<file path="src/rtl/encoder_pkg.sv">
// Shared definitions for the quadrature encoder emulator: Gray quadrant
// encoding of {a,b} and the one-quadrant advance functions.
package encoder_pkg;

  typedef enum logic [1:0] {
    Q0 = 2'b00,
    Q1 = 2'b10,
    Q2 = 2'b11,
    Q3 = 2'b01
  } quad_e;

  function automatic quad_e next_cw(input quad_e q);
    case (q)
      Q0:      return Q1;
      Q1:      return Q2;
      Q2:      return Q3;
      default: return Q0;
    endcase
  endfunction

  function automatic quad_e next_ccw(input quad_e q);
    case (q)
      Q0:      return Q3;
      Q3:      return Q2;
      Q2:      return Q1;
      default: return Q0;
    endcase
  endfunction

endpackage

</file>
<file path="src/rtl/quad_encoder_ch.sv">
// One encoder channel: signed step backlog, edge pacing, Gray quadrant,
// position modulo PPR, index and sticky saturation flag.
module quad_encoder_ch
  import encoder_pkg::*;
#(
  parameter int PPR    = 1024,
  parameter int POS_W  = 16,
  parameter int PEND_W = 8,
  parameter int DIV_W  = 16
) (
  input  logic             clk,
  input  logic             rst,
  input  logic             step_cw,
  input  logic             step_ccw,
  input  logic [DIV_W-1:0] div,
  input  logic             clr_ovf,
  output logic             a,
  output logic             b,
  output logic             z,
  output logic [POS_W-1:0] pos,
  output logic             busy,
  output logic             ovf
);

  localparam logic signed [PEND_W-1:0] P_ONE  = PEND_W'(1);
  localparam logic signed [PEND_W-1:0] P_MAX  = {1'b0, {(PEND_W-1){1'b1}}};
  localparam logic signed [PEND_W-1:0] P_MIN  = -P_MAX;
  localparam logic        [POS_W-1:0]  POS_LAST = POS_W'(PPR - 1);

  quad_e                    quad_q, quad_d;
  logic signed [PEND_W-1:0] pend_q, pend_d;
  logic        [DIV_W-1:0]  tmr_q, tmr_d;
  logic        [POS_W-1:0]  pos_q, pos_d;
  logic                     z_q, z_d;
  logic                     busy_q, busy_d;
  logic                     ovf_q, ovf_d;

  logic                     req_up, req_dn, sat_hit, step_ok;
  logic signed [PEND_W-1:0] eff;
  logic        [DIV_W-1:0]  tmr_load;

  // NOTE: every always_comb output gets a default first so no path can
  // leave a signal unassigned and infer a latch.
  always_comb begin
    req_up   = step_cw && !step_ccw;
    req_dn   = step_ccw && !step_cw;
    // A request that would push the backlog past its clamp is dropped.
    sat_hit  = (req_up && pend_q == P_MAX) || (req_dn && pend_q == P_MIN);
    eff      = pend_q;
    if (req_up && !sat_hit) eff = pend_q + P_ONE;
    if (req_dn && !sat_hit) eff = pend_q - P_ONE;

    tmr_load = (div == '0) ? '0 : div - DIV_W'(1);
    step_ok  = (tmr_q == '0) && (eff != '0);

    quad_d = quad_q;
    pend_d = eff;
    tmr_d  = (tmr_q == '0) ? '0 : tmr_q - DIV_W'(1);
    pos_d  = pos_q;

    if (step_ok) begin
      tmr_d = tmr_load;
      if (!eff[PEND_W-1]) begin
        quad_d = next_cw(quad_q);
        pend_d = eff - P_ONE;
        pos_d  = (pos_q == POS_LAST) ? '0 : pos_q + POS_W'(1);
      end else begin
        quad_d = next_ccw(quad_q);
        pend_d = eff + P_ONE;
        pos_d  = (pos_q == '0) ? POS_LAST : pos_q - POS_W'(1);
      end
    end

    ovf_d  = sat_hit ? 1'b1 : (clr_ovf ? 1'b0 : ovf_q);
    z_d    = (pos_d == '0);
    busy_d = (pend_d != '0);
  end

  // NOTE: state registers use non-blocking assignments only; reset is
  // synchronous, so requests seen in a reset cycle are simply discarded.
  always_ff @(posedge clk) begin
    if (rst) begin
      quad_q <= Q0;
      pend_q <= '0;
      tmr_q  <= '0;
      pos_q  <= '0;
      z_q    <= 1'b1;
      busy_q <= 1'b0;
      ovf_q  <= 1'b0;
    end else begin
      quad_q <= quad_d;
      pend_q <= pend_d;
      tmr_q  <= tmr_d;
      pos_q  <= pos_d;
      z_q    <= z_d;
      busy_q <= busy_d;
      ovf_q  <= ovf_d;
    end
  end

  assign a    = quad_q[1];
  assign b    = quad_q[0];
  assign z    = z_q;
  assign pos  = pos_q;
  assign busy = busy_q;
  assign ovf  = ovf_q;

endmodule

</file>
<file path="src/rtl/quad_encoder_gen.sv">
// Multi-channel rate-limited quadrature encoder emulator: NUM_CH independent
// channels sharing the edge-spacing divisor and the overflow clear.
module quad_encoder_gen
  import encoder_pkg::*;
#(
  parameter int NUM_CH = 2,
  parameter int PPR    = 1024,
  parameter int POS_W  = 16,
  parameter int PEND_W = 8,
  parameter int DIV_W  = 16
) (
  input  logic                    clk,
  input  logic                    rst,
  input  logic [NUM_CH-1:0]       step_cw,
  input  logic [NUM_CH-1:0]       step_ccw,
  input  logic [DIV_W-1:0]        div,
  input  logic                    clr_ovf,
  output logic [NUM_CH-1:0]       a,
  output logic [NUM_CH-1:0]       b,
  output logic [NUM_CH-1:0]       z,
  output logic [NUM_CH*POS_W-1:0] pos,
  output logic [NUM_CH-1:0]       busy,
  output logic [NUM_CH-1:0]       ovf
);

  for (genvar i = 0; i < NUM_CH; i++) begin : g_ch
    quad_encoder_ch #(
      .PPR   (PPR),
      .POS_W (POS_W),
      .PEND_W(PEND_W),
      .DIV_W (DIV_W)
    ) u_ch (
      .clk     (clk),
      .rst     (rst),
      .step_cw (step_cw[i]),
      .step_ccw(step_ccw[i]),
      .div     (div),
      .clr_ovf (clr_ovf),
      .a       (a[i]),
      .b       (b[i]),
      .z       (z[i]),
      .pos     (pos[i*POS_W +: POS_W]),
      .busy    (busy[i]),
      .ovf     (ovf[i])
    );
  end

endmodule

</file>
<file path="config.mk">
export PLATFORM = sky130hd
export DESIGN_NAME = quad_encoder_gen
export DESIGN_NICKNAME = d
export VERILOG_FILES = /design/src/rtl/encoder_pkg.sv /design/src/rtl/quad_encoder_ch.sv /design/src/rtl/quad_encoder_gen.sv
export SDC_FILE = /design/constraint.sdc
export NUM_CORES = 1
export LEC_CHECK = 0
export ABC_AREA = 1
export BUFFER_PORTS_ARGS = -buffer_cell sky130_fd_sc_hd__buf_2
export CORE_ASPECT_RATIO = 2
export CORE_MARGIN = 2
export CORE_UTILIZATION = 50
export CTS_CLUSTER_SIZE = 14
export DETAILED_ROUTE_END_ITERATION = 8
export HOLD_SLACK_MARGIN = 0.02
export PLACE_DENSITY = 0.68
export SLEW_MARGIN = 25
export SYNTH_ARGS = -nofsm -noshare
export SYNTH_HDL_FRONTEND = slang
export SYNTH_SLANG_ARGS = --single-unit
</file>
<file path="constraint.sdc">
create_clock -name clk -period 3.3 [get_ports clk]
set_input_delay 0.495 -clock clk [delete_from_list [all_inputs] [get_ports clk]]
set_output_delay 0.495 -clock clk [all_outputs]
set_load 0.01 [all_outputs]
</file>
==> reports/metrics.csv, run 1 <==
metric,value,unit
status,"finished, final reports clean",
Synth area leader,dfxtp_1,
depth of the CTS H-tree,3,
Chip Height,184,um
CTS Buf Count,9,
Syn Area/Cell,5.99,sq um
P_leak,4.54,nW
worst slew pin tran,881,ps
P&R area growth vs syn,10.3,%
# IOs,65,
Max Used Layer,met4,
synthesized area,8110,sq um
crit path max fanout,6,
fin util,56.4,%
DR iter-0 viols,345,
worst skew pair latency,360,ps
GRT Overall Usage,28.8,%
routed len/inst,15.0,um
drt via density,5.35,
DR vias,8687,
ratio of cells with drive above 1 in the final layout,12.7,%
Max Clock Skew,7.69,ps
asr flop ratio synth,0,%
CTS tree,built,
most common cell in the netlist,nand2_1,
VDD IR-drop max,1010,uV
Die ar.,17300,sq um
sequential-to-total area share from yosys stat,22.2,%
final antenna-violating net count,0,
Yosys reg bits,90,
synth unique cells,50,
Routed WL,24300,um
syn nets,1399,
Detailed Place HPWL,19900,um
Slew Limit Headroom,40.7,%
WL met2,13500,um
Die Wd,94.1,um
minimum clock period,3110,ps
critical path endpoint category,flip-flop,
critical path required time,3590,ps
startpoint type of the worst setup path,flip-flop,
number of hold buffers added after CTS,0,
"Reg clk slew, reported paths",70,ps
highest clock rate,321,MHz
clock buffer depth,2,
Core ar.,15900,sq um
final worst slack,188,ps
M1 WL,8190,um
Root Driver,clkbuf_16,
Sink Count,90,
grt ovf,0,
global-route wire length before repair,39100,um
Final period util,94.3,%
prevailing post-synth register cell,dfxtp_1,
drt pass-1 iters,5,
Synth area leaders,"dfxtp_1 (22%), nand2_1 (17%), nor2_1 (9.0%), inv_1 (7.6%), xor2_1 (7.0%)",
Residual DRC,0,
gate count of the mapped netlist,1353,
Final Max Tran Viols,0,
routed wl met3,774,um
power per cell area,1160,nW/um^2
initial antenna violation count,2,
"Arr. time, crit path",3400,ps
Synth top cells by count,"nand2_1 (362), nor2_1 (195), inv_1 (164)",
final hold violation count,0,
Fillers,1709,
WS Path Type,reg -> reg,
Initial Util,51.1,%
Post-synth EDFFs,0,
# port buffers,64,
unrepaired setup endpoints after global routing,no,
GP Congestion,1.01,
number of global-route vias before repair,8517,
post-synth top area share,22.2,%
Worst Hold Class,in -> reg,
row count,65,
largest net degree at the start of global routing,45,
Multi-input gate area,5350,sq um
Synth Warn #,0,
final-stage net count,1461,
Sequential Area,1800,sq um
maxcap violations,0,
"worst slack, placed",94.5,ps
Finish-stage setup viols,0,
Setup TNS,0,ps
==> cell usage in the layout (no fill, tap or decap), types with 9 or more instances in the layout <==
master and count:
nand4_1 36, nand2_2 12, buf_2 64, nand3b_1 11
inv_1 164, o21ai_1 10, nor2_1 194, nand3_1 76
xnor2_1 19, nor4_1 11, ha_1 23, xor2_1 65
a21oi_1 65, nand2_1 362, o21ai_0 64, nor3_1 18
dfxtp_1 90, clkbuf_16 9, inv_2 12, buf_4 35
==> sequential cells by signal (all words and copies together) (netlist names) <==
name and count:
g_ch.u_ch.quad_q 4, g_ch.u_ch.busy 2, g_ch.u_ch.pos 32, g_ch.u_ch.z 2, g_ch.u_ch.tmr_q 32, g_ch.u_ch.ovf 2
g_ch.u_ch.pend_q 16
==> worst paths after layout <==
| kind | from | end | slack, ps | cells after the start |
|---|---|---|---|---|
| worst max-delay path | g_ch[0].u_ch.pend_q[0]$_SDFF_PP0_ | g_ch[0].u_ch.z$_SDFF_PP1_ | 190 | 20 |
| worst min-delay path | clr_ovf | g_ch[1].u_ch.ovf$_SDFFE_PP0P_ | 430 | 4 |
| worst max register to register | g_ch[0].u_ch.pend_q[0]$_SDFF_PP0_ | g_ch[0].u_ch.z$_SDFF_PP1_ | 190 | 20 |
| worst min register to register | g_ch[1].u_ch.quad_q[0]$_SDFFE_PP0P_ | g_ch[1].u_ch.quad_q[0]$_SDFFE_PP0P_ | 510 | 2 |
==> where the power goes <==
part / internal [mW] / total, mW / switching (mW) / leakage [nW]
Clock: 0.520 / 0.997 / 0.478 / 0.134
Sequential: 1.47 / 1.99 / 0.517 / 0.737
Combinational: 2.68 / 7.37 / 4.69 / 3.67
Total: 4.67 / 10.4 / 5.69 / 4.54
==> worst max-delay path: stages, from the launching register on <==
cell	delay, ps
dfxtp_1	410
ha_1	240
nand3_1	160
nor2_1	180
nand2_1	90
nand2_1	100
nor2_1	70
nand2_1	80
nand3_2	80
nand2_2	130
buf_4	170
nor2_2	60
inv_1	190
buf_4	190
o21ai_0	90
o21a_1	180
nor2_1	130
nand3_1	100
nor2_2	240
nand2_1	80
nand2_1	60
==> per-layer routing <==
| metal | GRT usage [%] | vias to the layer above |
|---|---|---|
| li1 | - | 4430 |
| met1 | 24.9 | 3901 |
| met2 | 57.1 | 243 |
| met3 | 3.27 | 113 |
| met4 | 21.6 | 0 |
| met5 | 0 | - |
==> area by class of cell <==
cell class | count | area share [%]
clock buffer | 10 | 2.56
clock inverter | 6 | 0.532
inverter | 179 | 7.54
antenna | 2 | 0.0560
multi-input combinational | 1036 | 59.8
tap | 201 | 2.81
sequential | 90 | 20.1
timing repair buffer | 99 | 6.52
==> timing repair <==
action,CTS,global route
setup endpoints to repair,0,3
buffers inserted,0,3
gates resized for setup,0,4
==> cell families after synthesis <==
kind of cell	count (synthesis)	share of synthesized area, %
fa+ha+maj	23	3.55
xor+xnor	85	9.27
simple gates	757	41.4
buf+inv	227	12.0
flops	90	22.2
compound gates	171	11.6
==> through the flow <==
stage	power [mW]	hold WS (ps)	std cells	area, sq um
floorplan	7.30	457	1353	8110
global placement	9.23	485	1602	8630
detailed placement	9.24	486	1602	8630
CTS	10.3	425	1618	8900
global route	11.4	451	1623	8940
finish	10.4	427	1623	8940
Power figures use the tool's default switching activity.
==> inputs of run 2 (changes only) <==
--- a/config.mk
+++ b/config.mk
@@ -10,11 +10,13 @@
 export CORE_ASPECT_RATIO = 2
 export CORE_MARGIN = 2
 export CORE_UTILIZATION = 50
-export CTS_CLUSTER_SIZE = 14
+export CTS_CLUSTER_SIZE = 30
 export DETAILED_ROUTE_END_ITERATION = 8
 export HOLD_SLACK_MARGIN = 0.02
+export MAX_ROUTING_LAYER = met4
 export PLACE_DENSITY = 0.68
 export SLEW_MARGIN = 25
 export SYNTH_ARGS = -nofsm -noshare
 export SYNTH_HDL_FRONTEND = slang
 export SYNTH_SLANG_ARGS = --single-unit
+export TNS_END_PERCENT = 100
==> run 2 against run 1 <==
Against the previous run:
- sequential power barely moved
- first-iteration DRC count decreased by 11%
- clock power is 15% higher
- die area unchanged
- fmax up 0.67%
- clock skew about the same
- register-to-register slack improved by 20 ps
- utilization increased by 0.28 points
- via count grew 0.59%
- highest routed layer unchanged
==> reports/metrics.csv, run 2 (synthesized netlist as in run 1, its figures left out) <==
metric,value,unit
status,"finished, final reports clean",
Die ar.,17300,sq um
depth of the CTS H-tree,3,
Max Clock Skew,7.81,ps
startpoint type of the worst setup path,flip-flop,
P&R area growth vs syn,10.8,%
"Reg clk slew, reported paths",70,ps
Fillers,1699,
Initial Util,51.1,%
routed len/inst,15.5,um
CP max-delay cell,dfxtp_1,
CTS Buf Count,9,
# IOs,65,
reg2reg setup slack,210,ps
highest clock rate,324,MHz
Worst path max stage delay,400,ps
Die Wd,94.1,um
Slew Limit Headroom,51.7,%
CTS tree,built,
"most common cell after layout, fill and taps aside",nand2_1,
Final period util,93.7,%
minimum clock period,3090,ps
Top delay family on crit path,simple AND/OR/NAND/NOR gates,
row count,65,
crit path max fanout,7,
Detailed Place HPWL,20100,um
"worst slack, placed",135,ps
WS Path Type,reg -> reg,
Residual DRC,0,
Chip Height,184,um
clock buffer depth,2,
number of global-route vias before repair,8799,
Worst Hold Class,in -> reg,
worst skew pair latency,360,ps
Finish-stage setup viols,0,
largest net degree at the start of global routing,62,
Final Power,10.5,mW
final antenna-violating net count,0,
ratio of cells with drive above 1 in the final layout,12.7,%
CP bufs+invs,4,
CP dominant cell by count,nand2_1,
DR vias,8738,
grt ovf,0,
worst slew pin tran,718,ps
P_leak,4.55,nW
fin util,56.7,%
power per cell area,1170,nW/um^2
most frequent cells in the layout,"nand2_1 (362), nor2_1 (192), inv_1 (164)",
final-stage net count,1456,
drt pass-1 iters,5,
critical path required time,3530,ps
VDD IR-drop max,865,uV
final hold violation count,0,
GP Congestion,0.968,
"Arr. time, crit path",3330,ps
maxcap violations,0,
drt via density,5.41,
Sink Count,90,
Final Max Tran Viols,0,
global-route wire length before repair,40400,um
# port buffers,64,
GRT Overall Usage,30.4,%
Setup TNS,0,ps
DR iter-0 viols,306,
Core ar.,15900,sq um
critical path endpoint category,flip-flop,
Antenna Cells,0,
Root Driver,clkbuf_16,
smallest hold slack,435,ps
worst-path cell chain,ha_2 > inv_1 > nor2_4 > nand4_2 > nand3_4 > buf_4 > nand2_1 > nand2_2 > nand2_1 > nand2_1 > inv_1 > ha_1 > inv_1 > nand2_1 > xnor2_1 > o21ai_1 > nand3_1 > nor2_1 > nand3_1 > nor2_1 > nor2_1,
Routed WL,25000,um
initial antenna violation count,0,
final worst slack,209,ps
-- run 2: cell count changes in the layout (fill, tap and decap cells not counted), moves of 2 or more --
cell,before,now
nand3_4,2,4
buf_4,35,29
bufinv_16,0,2
nor2_2,6,8
diode_2,2,0
nor2_1,194,192
nand3_2,5,3
-- run 2: repair_timing --
action | in CTS | in global routing
resized for setup | 0 | 10
setup buffers | 0 | 2
setup endpoints to repair | 0 | 4
hold buffers | 0 | 0
-- run 2: per-layer routing --
metal	routed length [um]	vias to the layer above	track usage (%)	share of wire [%]
met2	13900	264	59.1	56
li1	-	4413	-	-
met1	8330	3929	24.8	33
met4	2040	0	23.4	8.1
met3	751	132	3.43	3.0
met5	0	-	-	0
-- run 2: worst register-to-register path: cells and delay by family (launching register included) --
| kind | cells | cell delay [ps] |
|---|---|---|
| compound gates | 1 | 230 |
| xor+xnor | 1 | 140 |
| fa+ha+maj | 2 | 410 |
| buf+inv | 4 | 340 |
| flops | 1 | 400 |
| simple gates | 13 | 1460 |
-- run 2: through the flow --
step           cells  area (sq um)
3_3_place_gp    1598          8610
5_1_grt         1616          8990
3_5_place_dp    1598          8610
4_1_cts         1614          8930
6_report        1616          8990
2_1_floorplan   1353          8110
-- run 2: power breakdown --
| part | total [mW] | switching, mW | internal [mW] |
|---|---|---|---|
| sequential | 2.00 | 0.527 | 1.47 |
| clock | 1.15 | 0.484 | 0.670 |
| combinational | 7.33 | 4.69 | 2.64 |
| total | 10.5 | 5.70 | 4.78 |
-- run 2: cell type report --
| cell class | instances | area (sq um) | area share [%] |
|---|---|---|---|
| Inverter | 179 | 674 | 7.50 |
| Clock inverter | 7 | 96.3 | 1.07 |
| Tap cell | 201 | 251 | 2.80 |
| Clock buffer | 9 | 225 | 2.51 |
| Sequential cell | 90 | 1800 | 20.1 |
| Multi-Input combinational cell | 1036 | 5380 | 59.8 |
| Timing Repair Buffer | 94 | 558 | 6.21 |
-- run 2: path summary, 6_finish.rpt --
kind	startpoint	end	cells past startpoint
worst min register to register	g_ch[1].u_ch.quad_q[0]$_SDFFE_PP0P_	g_ch[1].u_ch.quad_q[0]$_SDFFE_PP0P_	2
worst min-delay path	clr_ovf	g_ch[1].u_ch.ovf$_SDFFE_PP0P_	4
worst max-delay path	g_ch[1].u_ch.pend_q[0]$_SDFF_PP0_	g_ch[1].u_ch.busy$_SDFF_PP0_	21
worst max register to register	g_ch[1].u_ch.pend_q[0]$_SDFF_PP0_	g_ch[1].u_ch.busy$_SDFF_PP0_	21
